`src/rtl/node_integrator_sat.sv`:
```
// Saturating node integrator: sums N signed branch currents, integrates them into a clamped node voltage, and tracks settling/oscillation.
// Optional build macro NODE_LEAK_EN: zero net current bleeds the node toward 0 by one LSB per enabled cycle.
module node_integrator_sat #(
   parameter int W             = 8,
   parameter int N             = 4,
   parameter int VHI           = 64,
   parameter int VLO           = -64,
   parameter int CAP_SHIFT     = 0,
   parameter int SETTLE_CYCLES = 3,
   parameter int MAX_ITER      = 64
) (
   input  logic                clk,
   input  logic                rst_n,
   input  logic                en,
   input  logic                load,
   input  logic signed [W-1:0] load_v,
   input  logic [N*W-1:0]      i_flat,
   output logic signed [W-1:0] v,
   output logic                level,
   output logic                settled,
   output logic                osc,
   output logic                changed,
   output logic [1:0]          dbg_state
);

   localparam int SW = W + $clog2(N);
   localparam int QW = $clog2(SETTLE_CYCLES + 1);
   localparam int IW = $clog2(MAX_ITER + 1);

   localparam logic signed [SW-1:0] SUM_MAX = SW'((2 ** (W - 1)) - 1);
   localparam logic signed [SW-1:0] SUM_MIN = SW'(-(2 ** (W - 1)));
   localparam logic signed [W:0]    V_HI    = (W + 1)'(VHI);
   localparam logic signed [W:0]    V_LO    = (W + 1)'(VLO);
   localparam logic [QW-1:0]        Q_DONE  = QW'(SETTLE_CYCLES);
   localparam logic [IW-1:0]        I_MAX   = IW'(MAX_ITER);

   typedef enum logic [1:0] {
      S_RUN     = 2'd0,
      S_QUIET   = 2'd1,
      S_SETTLED = 2'd2
   } state_t;

   state_t                state_q;
   logic signed [W-1:0]   v_q;
   logic [QW-1:0]         quiet_q;
   logic [IW-1:0]         iter_q;
   logic                  settled_q;
   logic                  osc_q;
   logic                  changed_q;

   logic signed [SW-1:0]  sum_raw;
   logic signed [W-1:0]   sum_sat;
   logic signed [W-1:0]   delta;
   logic signed [W:0]     v_sum;
   logic signed [W-1:0]   v_next;
   logic signed [W:0]     ld_ext;
   logic signed [W-1:0]   ld_clamped;
   logic                  same;
   logic                  enter_settled;

   // Full-width accumulation cannot overflow; saturation happens afterwards.
   always_comb begin
      sum_raw = '0;
      for (int k = 0; k < N; k++) begin
         sum_raw = sum_raw + SW'($signed(i_flat[k*W +: W]));
      end
   end

   always_comb begin
      if (sum_raw > SUM_MAX) begin
         sum_sat = {1'b0, {(W-1){1'b1}}};
      end else if (sum_raw < SUM_MIN) begin
         sum_sat = {1'b1, {(W-1){1'b0}}};
      end else begin
         sum_sat = sum_raw[W-1:0];
      end
   end

   always_comb begin
      delta = sum_sat >>> CAP_SHIFT;
`ifdef NODE_LEAK_EN
      if (sum_raw == '0) begin
         if (v_q[W-1]) begin
            delta = W'(1);
         end else if (v_q != '0) begin
            delta = '1;
         end else begin
            delta = '0;
         end
      end
`endif
   end

   // One guard bit is enough: |v| and |delta| both fit in W signed bits.
   always_comb begin
      v_sum = {v_q[W-1], v_q} + {delta[W-1], delta};
      if (v_sum > V_HI) begin
         v_next = V_HI[W-1:0];
      end else if (v_sum < V_LO) begin
         v_next = V_LO[W-1:0];
      end else begin
         v_next = v_sum[W-1:0];
      end
   end

   always_comb begin
      ld_ext = {load_v[W-1], load_v};
      if (ld_ext > V_HI) begin
         ld_clamped = V_HI[W-1:0];
      end else if (ld_ext < V_LO) begin
         ld_clamped = V_LO[W-1:0];
      end else begin
         ld_clamped = load_v;
      end
   end

   assign same          = (v_next == v_q);
   assign enter_settled = same &&
                          (((state_q == S_RUN) && (Q_DONE == QW'(1))) ||
                           ((state_q == S_QUIET) && ((quiet_q + QW'(1)) == Q_DONE)));

   always_ff @(posedge clk or negedge rst_n) begin
      if (!rst_n) begin
         v_q       <= '0;
         state_q   <= S_RUN;
         quiet_q   <= '0;
         iter_q    <= '0;
         settled_q <= 1'b0;
         osc_q     <= 1'b0;
         changed_q <= 1'b0;
      end else if (load) begin
         v_q       <= ld_clamped;
         changed_q <= (ld_clamped != v_q);
         state_q   <= S_RUN;
         quiet_q   <= '0;
         iter_q    <= '0;
         settled_q <= 1'b0;
         osc_q     <= 1'b0;
      end else if (en) begin
         v_q       <= v_next;
         changed_q <= !same;
         case (state_q)
            S_RUN: begin
               if (same) begin
                  quiet_q <= QW'(1);
                  if (enter_settled) begin
                     state_q   <= S_SETTLED;
                     settled_q <= 1'b1;
                  end else begin
                     state_q <= S_QUIET;
                  end
               end
            end
            S_QUIET: begin
               if (same) begin
                  quiet_q <= quiet_q + QW'(1);
                  if (enter_settled) begin
                     state_q   <= S_SETTLED;
                     settled_q <= 1'b1;
                  end
               end else begin
                  state_q <= S_RUN;
                  quiet_q <= '0;
               end
            end
            S_SETTLED: begin
               if (!same) begin
                  state_q   <= S_RUN;
                  quiet_q   <= '0;
                  settled_q <= 1'b0;
               end
            end
            default: begin
               state_q <= S_RUN;
               quiet_q <= '0;
            end
         endcase
         // Settling restarts the convergence budget; a settled node never counts.
         if (enter_settled) begin
            iter_q <= '0;
         end else if ((state_q != S_SETTLED) && (iter_q != I_MAX)) begin
            iter_q <= iter_q + IW'(1);
            if ((iter_q + IW'(1)) == I_MAX) begin
               osc_q <= 1'b1;
            end
         end
      end else begin
         changed_q <= 1'b0;
      end
   end

   assign v         = v_q;
   assign level     = ~v_q[W-1];
   assign settled   = settled_q;
   assign osc       = osc_q;
   assign changed   = changed_q;
   assign dbg_state = state_q;

endmodule

```
`config.mk`:
```
export PLATFORM = sky130hd
export DESIGN_NAME = node_integrator_sat
export DESIGN_NICKNAME = d
export VERILOG_FILES = /design/src/rtl/node_integrator_sat.sv
export SDC_FILE = /design/constraint.sdc
export NUM_CORES = 1
export LEC_CHECK = 0
export ABC_AREA = 1
export BUFFER_PORTS_ARGS = -buffer_cell sky130_fd_sc_hd__buf_4
export CORE_ASPECT_RATIO = 1.75
export CORE_MARGIN = 2
export CORE_UTILIZATION = 53
export CTS_BUF_LIST = sky130_fd_sc_hd__clkbuf_4 sky130_fd_sc_hd__clkbuf_8
export DETAILED_ROUTE_END_ITERATION = 10
export GPL_TIMING_DRIVEN = 1
export PLACE_DENSITY = 0.79
export SETUP_SLACK_MARGIN = 0.4
export SYNTH_ARGS = -nofsm -noshare
export SYNTH_HDL_FRONTEND = slang
export SYNTH_SLANG_ARGS = --single-unit
```
`constraint.sdc`:
```
create_clock -name clk -period 2.7 [get_ports clk]
set_clock_uncertainty 0.05 [all_clocks]
set_input_delay 0.135 -clock clk [delete_from_list [all_inputs] [get_ports clk]]
set_output_delay 0.135 -clock clk [all_outputs]
set_load 0.1 [all_outputs]
```
# Word-level counts from Yosys, hierarchy flattened
# Index checks and enable logic that the tools add are counted.
dict set report totals {
  out_inout_bits 14
  reg_bits 22
}
dict set report classes {
  reduce_logical 16
  muxes 38
  addsub 6
  n_eq_ne 14
  n_lt_le_gt_ge 6
  bitwise_logic 1
}
# cell count
set op_table {}
lappend op_table {{8-bit 2-to-1 mux} 8}
lappend op_table {{7-bit 2-to-1 mux} 4}
lappend op_table {{2-bit 2-to-1 mux} 11}
lappend op_table {{8-bit by 8-bit adder with 9-bit output} 2}
lappend op_table {{1-bit 2-to-1 mux} 12}
lappend op_table {{2-bit case mux with 3 select lines} 2}
lappend op_table {{10-bit by 8-bit adder with 10-bit output} 1}
lappend op_table {{9-bit by 8-bit adder with 10-bit output} 1}
lappend op_table {{10-bit by 8-bit > comparator with 1-bit output, second input constant} 1}
lappend op_table {{10-bit by 8-bit less-than comparator with 1-bit output, second input constant} 1}
lappend op_table {{9-bit by 8-bit > comparator with 1-bit output, second input constant} 1}
lappend op_table {{9-bit by 7-bit less-than comparator with 1-bit output, second input constant} 1}
lappend op_table {{8-bit equality test} 1}
lappend op_table {{8-bit > comparator, second input constant} 1}
lappend op_table {{8-bit by 7-bit less-than comparator with 1-bit output, second input constant} 1}
lappend op_table {{8-bit inequality test} 1}
lappend op_table {{4-bit AND reduction} 2}
lappend op_table {{7-bit by 1-bit adder with 7-bit output, second input constant} 1}
lappend op_table {{7-bit equality test, second input constant} 1}
lappend op_table {{7-bit inequality test, second input constant} 1}
lappend op_table {{3-bit by 1-bit inequality test with 1-bit output, second input constant} 2}
lappend op_table {{3-bit inequality test, second input constant} 2}
lappend op_table {{2-bit nonzero test} 3}
lappend op_table {{3-bit nonzero test} 2}
lappend op_table {{14 further kinds} 18}

# Logic depth before layout (Yosys ltp)
dict set report logic_depth {
  ltp_word 17
  ltp_mapped 42
  mapped_depth_nobuf 42
}

# Worst setup path before layout
# OpenSTA, ideal clock, no wires.
dict set report synth_path {
  path_kind {input to register}
  startpoint {input port i_flat[1]}
  endpoint {register iter_q[2]}
  cell_stages 39
  arrival_time_ns 5.296
  path_buffers 0
  t_required_ns 2.532
  slack_ns -2.764
  path_cell_list {inv_1 fa_1 inv_1 fa_1 ha_1 fa_1 a21oi_1 o21bai_1 nand2_1 nand2_1 a21oi_1 o21bai_1 a21o_1 xor2_1 o21ai_0 nand2_1 ha_1 inv_1 [... 3 more ...] nand2_1 nand3_2 nand2_1 nand2_1 nand2_1 nor2_2 nor2_2 nand2_4 nand2_1 nand2_1 nand2_1 nand3_4 nor2_8 nand3_2 nand2_2 inv_2 nand3_1 nand2_1}
}
dict set report synth_via {
  elab_chain_len 15
  word_cells_on_any_way 19
  classes_between {add/sub: 4; order compare: 4; eq/ne: 1; mux: 7; reduce/logical: 3}
}
# element line
set synth_lines {}
lappend synth_lines {{start, declared} 17} ;# input logic [N*W-1:0] i_flat,
lappend synth_lines {{8-bit by 8-bit adder with 9-bit output (*)} 65} ;# sum_raw = sum_raw + SW'($signed(i_flat[k*W +: W]));
lappend synth_lines {{9-bit by 8-bit adder with 10-bit output (*)} 65}
lappend synth_lines {{10-bit by 8-bit adder with 10-bit output (*)} 65}
lappend synth_lines {{10-bit by 8-bit less-than comparator with 1-bit output} 72} ;# end else if (sum_raw < SUM_MIN) begin
lappend synth_lines {{8-bit 2-to-1 mux} 72}
lappend synth_lines {{8-bit 2-to-1 mux (*)} 70} ;# if (sum_raw > SUM_MAX) begin
lappend synth_lines {{8-bit by 8-bit adder with 9-bit output (*)} 96} ;# v_sum = {v_q[W-1], v_q} + {delta[W-1], delta};
lappend synth_lines {{9-bit by 7-bit less-than comparator with 1-bit output} 99} ;# end else if (v_sum < V_LO) begin
lappend synth_lines {{8-bit 2-to-1 mux} 99}
lappend synth_lines {{8-bit 2-to-1 mux (*)} 97} ;# if (v_sum > V_HI) begin
lappend synth_lines {{8-bit equality test (*)} 117} ;# assign same = (v_next == v_q);
lappend synth_lines {{1-bit logical AND (*)} 118} ;# assign enter_settled = same &&
lappend synth_lines {{7-bit 2-to-1 mux} 179} ;# if (enter_settled) begin
lappend synth_lines {{7-bit 2-to-1 mux} 139} ;# end else if (en) begin
lappend synth_lines {{7-bit 2-to-1 mux} 131} ;# end else if (load) begin
lappend synth_lines {{end signal, assigned} 182} ;# iter_q <= iter_q + IW'(1);
lappend synth_lines {{end, declared} 46} ;# logic [IW-1:0] iter_q;
# Every way passes the cells marked *; elsewhere a longest branch is shown, timed or not. The select of a mux whose other input is x is not followed.
# A chain may end at the register's enable or synchronous reset.

# Final worst setup path
# Same ends and word-level chain as after synthesis.

==> out/metrics.cfg <==
[placement]
portBuffers=57
hpwl_mm=7.014
gp_congestion=0.9705

[finish]
num-fill-cells=412
area_growth_pct=47.83
n_antenna_cell=0
layout-drive-gt1-share_pct=38.49
area.sequential_um2=550.5
multi_input_area_um2=2541
nets=652

[drt]
vias_per_cell=5.378
drtPass1Iterations=4
highest_layer=met4
first_iter_violations=218
wl_mm=9.879
vias=3469
routed-wl-met2_mm=5.570
wl_per_cell_um=15.32
wl_met3_um=366
wl_met1_mm=3.343
remaining_drc_errors=0
final_antenna_net_count=0

[global_route]
track_usage_pct=28.86
grt_antenna_before_repair=0
overflow=0
grt_start_max_net_pins=23
grt_pass1_vias=3415
grt_first_pass_wirelength_mm=14.39

[clocking]
clk_latency_ns=0.27
cts_tree=built
cts_sinks=22
clock_path_buffers=2
h-tree-depth=1
path_clk_slew_ns=0.08
clockRootBuffer=clkbuf_8
numCtsBuffers=3

[run]
max_cap_viol_count=0

[die]
io_pins=58
chipWidth_um=61.42
core-area_um2=5585
rows=36
start_util_pct=54.75
die_y_um=104.5
die_area_um2=6417

[timing]
worst_slew_pin_slew_ns=0.7133
rsz0062_at_grt=yes
whs_ns=0.08942
fmax_ghz=0.1833
relSlewSlack_pct=51.82
slew_viol_final=0
setup_slack_ns=-2.755
final.period_utilization_pct=202.0
setup_viol=22
finalHoldViolCount=0
min_period_ns=5.455

[worst_setup_path]
max_stage_delay_ns=0.54
crit_path_end_kind=register
cp-start-kind=input port
worstReg2RegEnd=iter_q[2]
r2r_setup_slack_ns=-0.36
path_max_fanout=8
worstRegToRegCells=19
critical_path_class=input port to register
timing.rr.start=v[6]
crit_slowest_cell=fa_1
path_buf_inv=6
crit_family=simple AND/OR/NAND/NOR gates
required_ns=2.85
arrival_ns=5.61

[synthesis]
synth.mux.area_fraction_pct=0
ys_ff_latch=22
synth_area_um2=3058
synth_xor_area_share_pct=4.869
synthAdderAreaFrac_pct=19.97
synth_compound_area_share_pct=8.879
synth_top_family_by_area=simple AND/OR/NAND/NOR gates
synth_cells=454
syn_avg_cell_area_um2=6.736
synthSimpleGateAreaFrac_pct=35.02
ys_seq_area_share_pct=18.00
synth_cell_types=38
synth_warnings=0
syn_nets=536

[run_status]
outcome=complete, but fails checks
violations=negative setup slack

[min_path]
min_delay_worst_endpoint=v[7]
worstHoldStart=load_v[7]
hold_path_depth=3
min_path_type=input port to register

[layout by cell type, fill, tap and decap left out, drive strengths merged, types with 3 or more instances in the layout]
cell type  synthesis  layout
clkbuf             2       4
nor3               3       3
o21ai             12      12
o221ai             6       6
nand2            120     121
nor2              39      39
nand4             10      10
o21bai             4       4
inv              103     103
nand3             49      49
fa                18      18
ha                20      20
xor2              12      12
a21oi             16      16
buf                1     112
dfrtp             22      22
or2                3       3
xnor2              5       5
[logic make-up after synthesis]
group | count (synthesis)
and+or+nand+nor | 227
buffers and inverters | 107
AOI/OAI and AO/OA | 43
adders and majority gates | 38
DFF | 22
xor gates and xnor gates | 17
[metrics by stage]
| stage | utilization (%) | instances | cell area [µm²] | setup WS [ns] | setup TNS (ns) |
|---|---|---|---|---|---|
| 2_1_floorplan | - | 454 | 3136 | -2.495 | -48.56 |
| 3_3_place_gp | 71.15 | 628 | 3974 | -2.899 | -56.87 |
| 3_5_place_dp | 71.15 | 628 | 3974 | -2.992 | -58.49 |
| 4_1_cts | 74.82 | 638 | 4179 | -2.676 | -51.84 |
| 5_1_grt | 80.94 | 645 | 4521 | -3.214 | -63.36 |
| 6_report | 80.94 | 645 | 4521 | -2.755 | -53.68 |
[worst max path at each step]
stage | from | end | slack, ns | depth (start not counted)
2_1_floorplan | i_flat[1] | iter_q[1] | -2.49 | 41
3_3_place_gp | i_flat[1] | iter_q[2] | -2.90 | 40
5_1_grt | i_flat[1] | iter_q[2] | -3.21 | 37
6_report | i_flat[1] | iter_q[2] | -2.76 | 41
3_5_place_dp | i_flat[1] | iter_q[2] | -2.99 | 37
4_1_cts | i_flat[1] | iter_q[2] | -2.68 | 41
[metal layers]
metal	vias to the layer above	GRT usage, %
met2	122	54.10
met3	52	1.741
met1	1642	30.06
li1	1653	-
met4	0	13.83
met5	-	0
[cells in the mapped netlist]
library cell    n  share of area, %
a21o_1          1              0.25
a21oi_1        13               2.1
a21oi_2         3              0.86
a22oi_1         1              0.25
a31oi_1         1              0.20
buf_4           1              0.25
clkbuf_1        2              0.25
clkinv_1        1              0.12
dfrtp_1        22                18
fa_1           18                12
ha_1           20               8.2
inv_1         101                12
inv_2           2              0.25
nand2_1       112                14
nand2_2         5               1.0
nand2_4         3               1.1
nand3_1        44               7.2
nand3_2         4               1.3
nand3_4         1              0.57
nand3b_1        1              0.25
nand4_1         9               1.8
nand4_4         1              0.70
nor2_1         34               4.2
nor2_2          4              0.82
nor2_8          1              0.65
nor3_1          3              0.49
nor3b_1         1              0.25
nor4_1          1              0.20
o211ai_1        1              0.25
o21ai_0        11               1.8
o21ai_1         1              0.16
o21bai_1        4              0.98
o221ai_1        6               1.7
o41ai_1         1              0.29
or2_2           2              0.41
or2_4           1              0.29
xnor2_1         5               1.4
xor2_1         12               3.4
[worst min-delay path: cells and delay by family]
kind / cells / cell delay [ns]
AND/OR/NAND/NOR: 1 / 0.07
AO/OA/AOI/OAI: 1 / 0.05
buffers and inverters: 1 / 0.11
[area by class of cell]
cell class | instances | share of cell area (%)
Clock buffer | 4 | 1.218
Timing Repair Buffer | 113 | 19.49
Inverter | 104 | 8.802
Sequential cell | 22 | 12.18
Multi-Input combinational cell | 326 | 56.21
Tap cell | 76 | 2.104
[flip-flops by register name, indices dropped and copies added, names as in the netlist]
register	count
v	8
iter_q	7
dbg_state	2
quiet_q	2
changed	1
osc	1
settled	1
[timing repair]
item                                    in CTS  in global routing
resized for setup                           26                 66
endpoints found under the setup margin      22                 22
endpoints found under the hold margin       22                  0
buffers inserted                             4                  7
gates cloned                                 1                  0
pin swaps                                   21                 19
hold buffers                                 1                  0
Power is not shown: default switching activity piles up to over one toggle a cycle in this logic, so the estimate is an artifact.
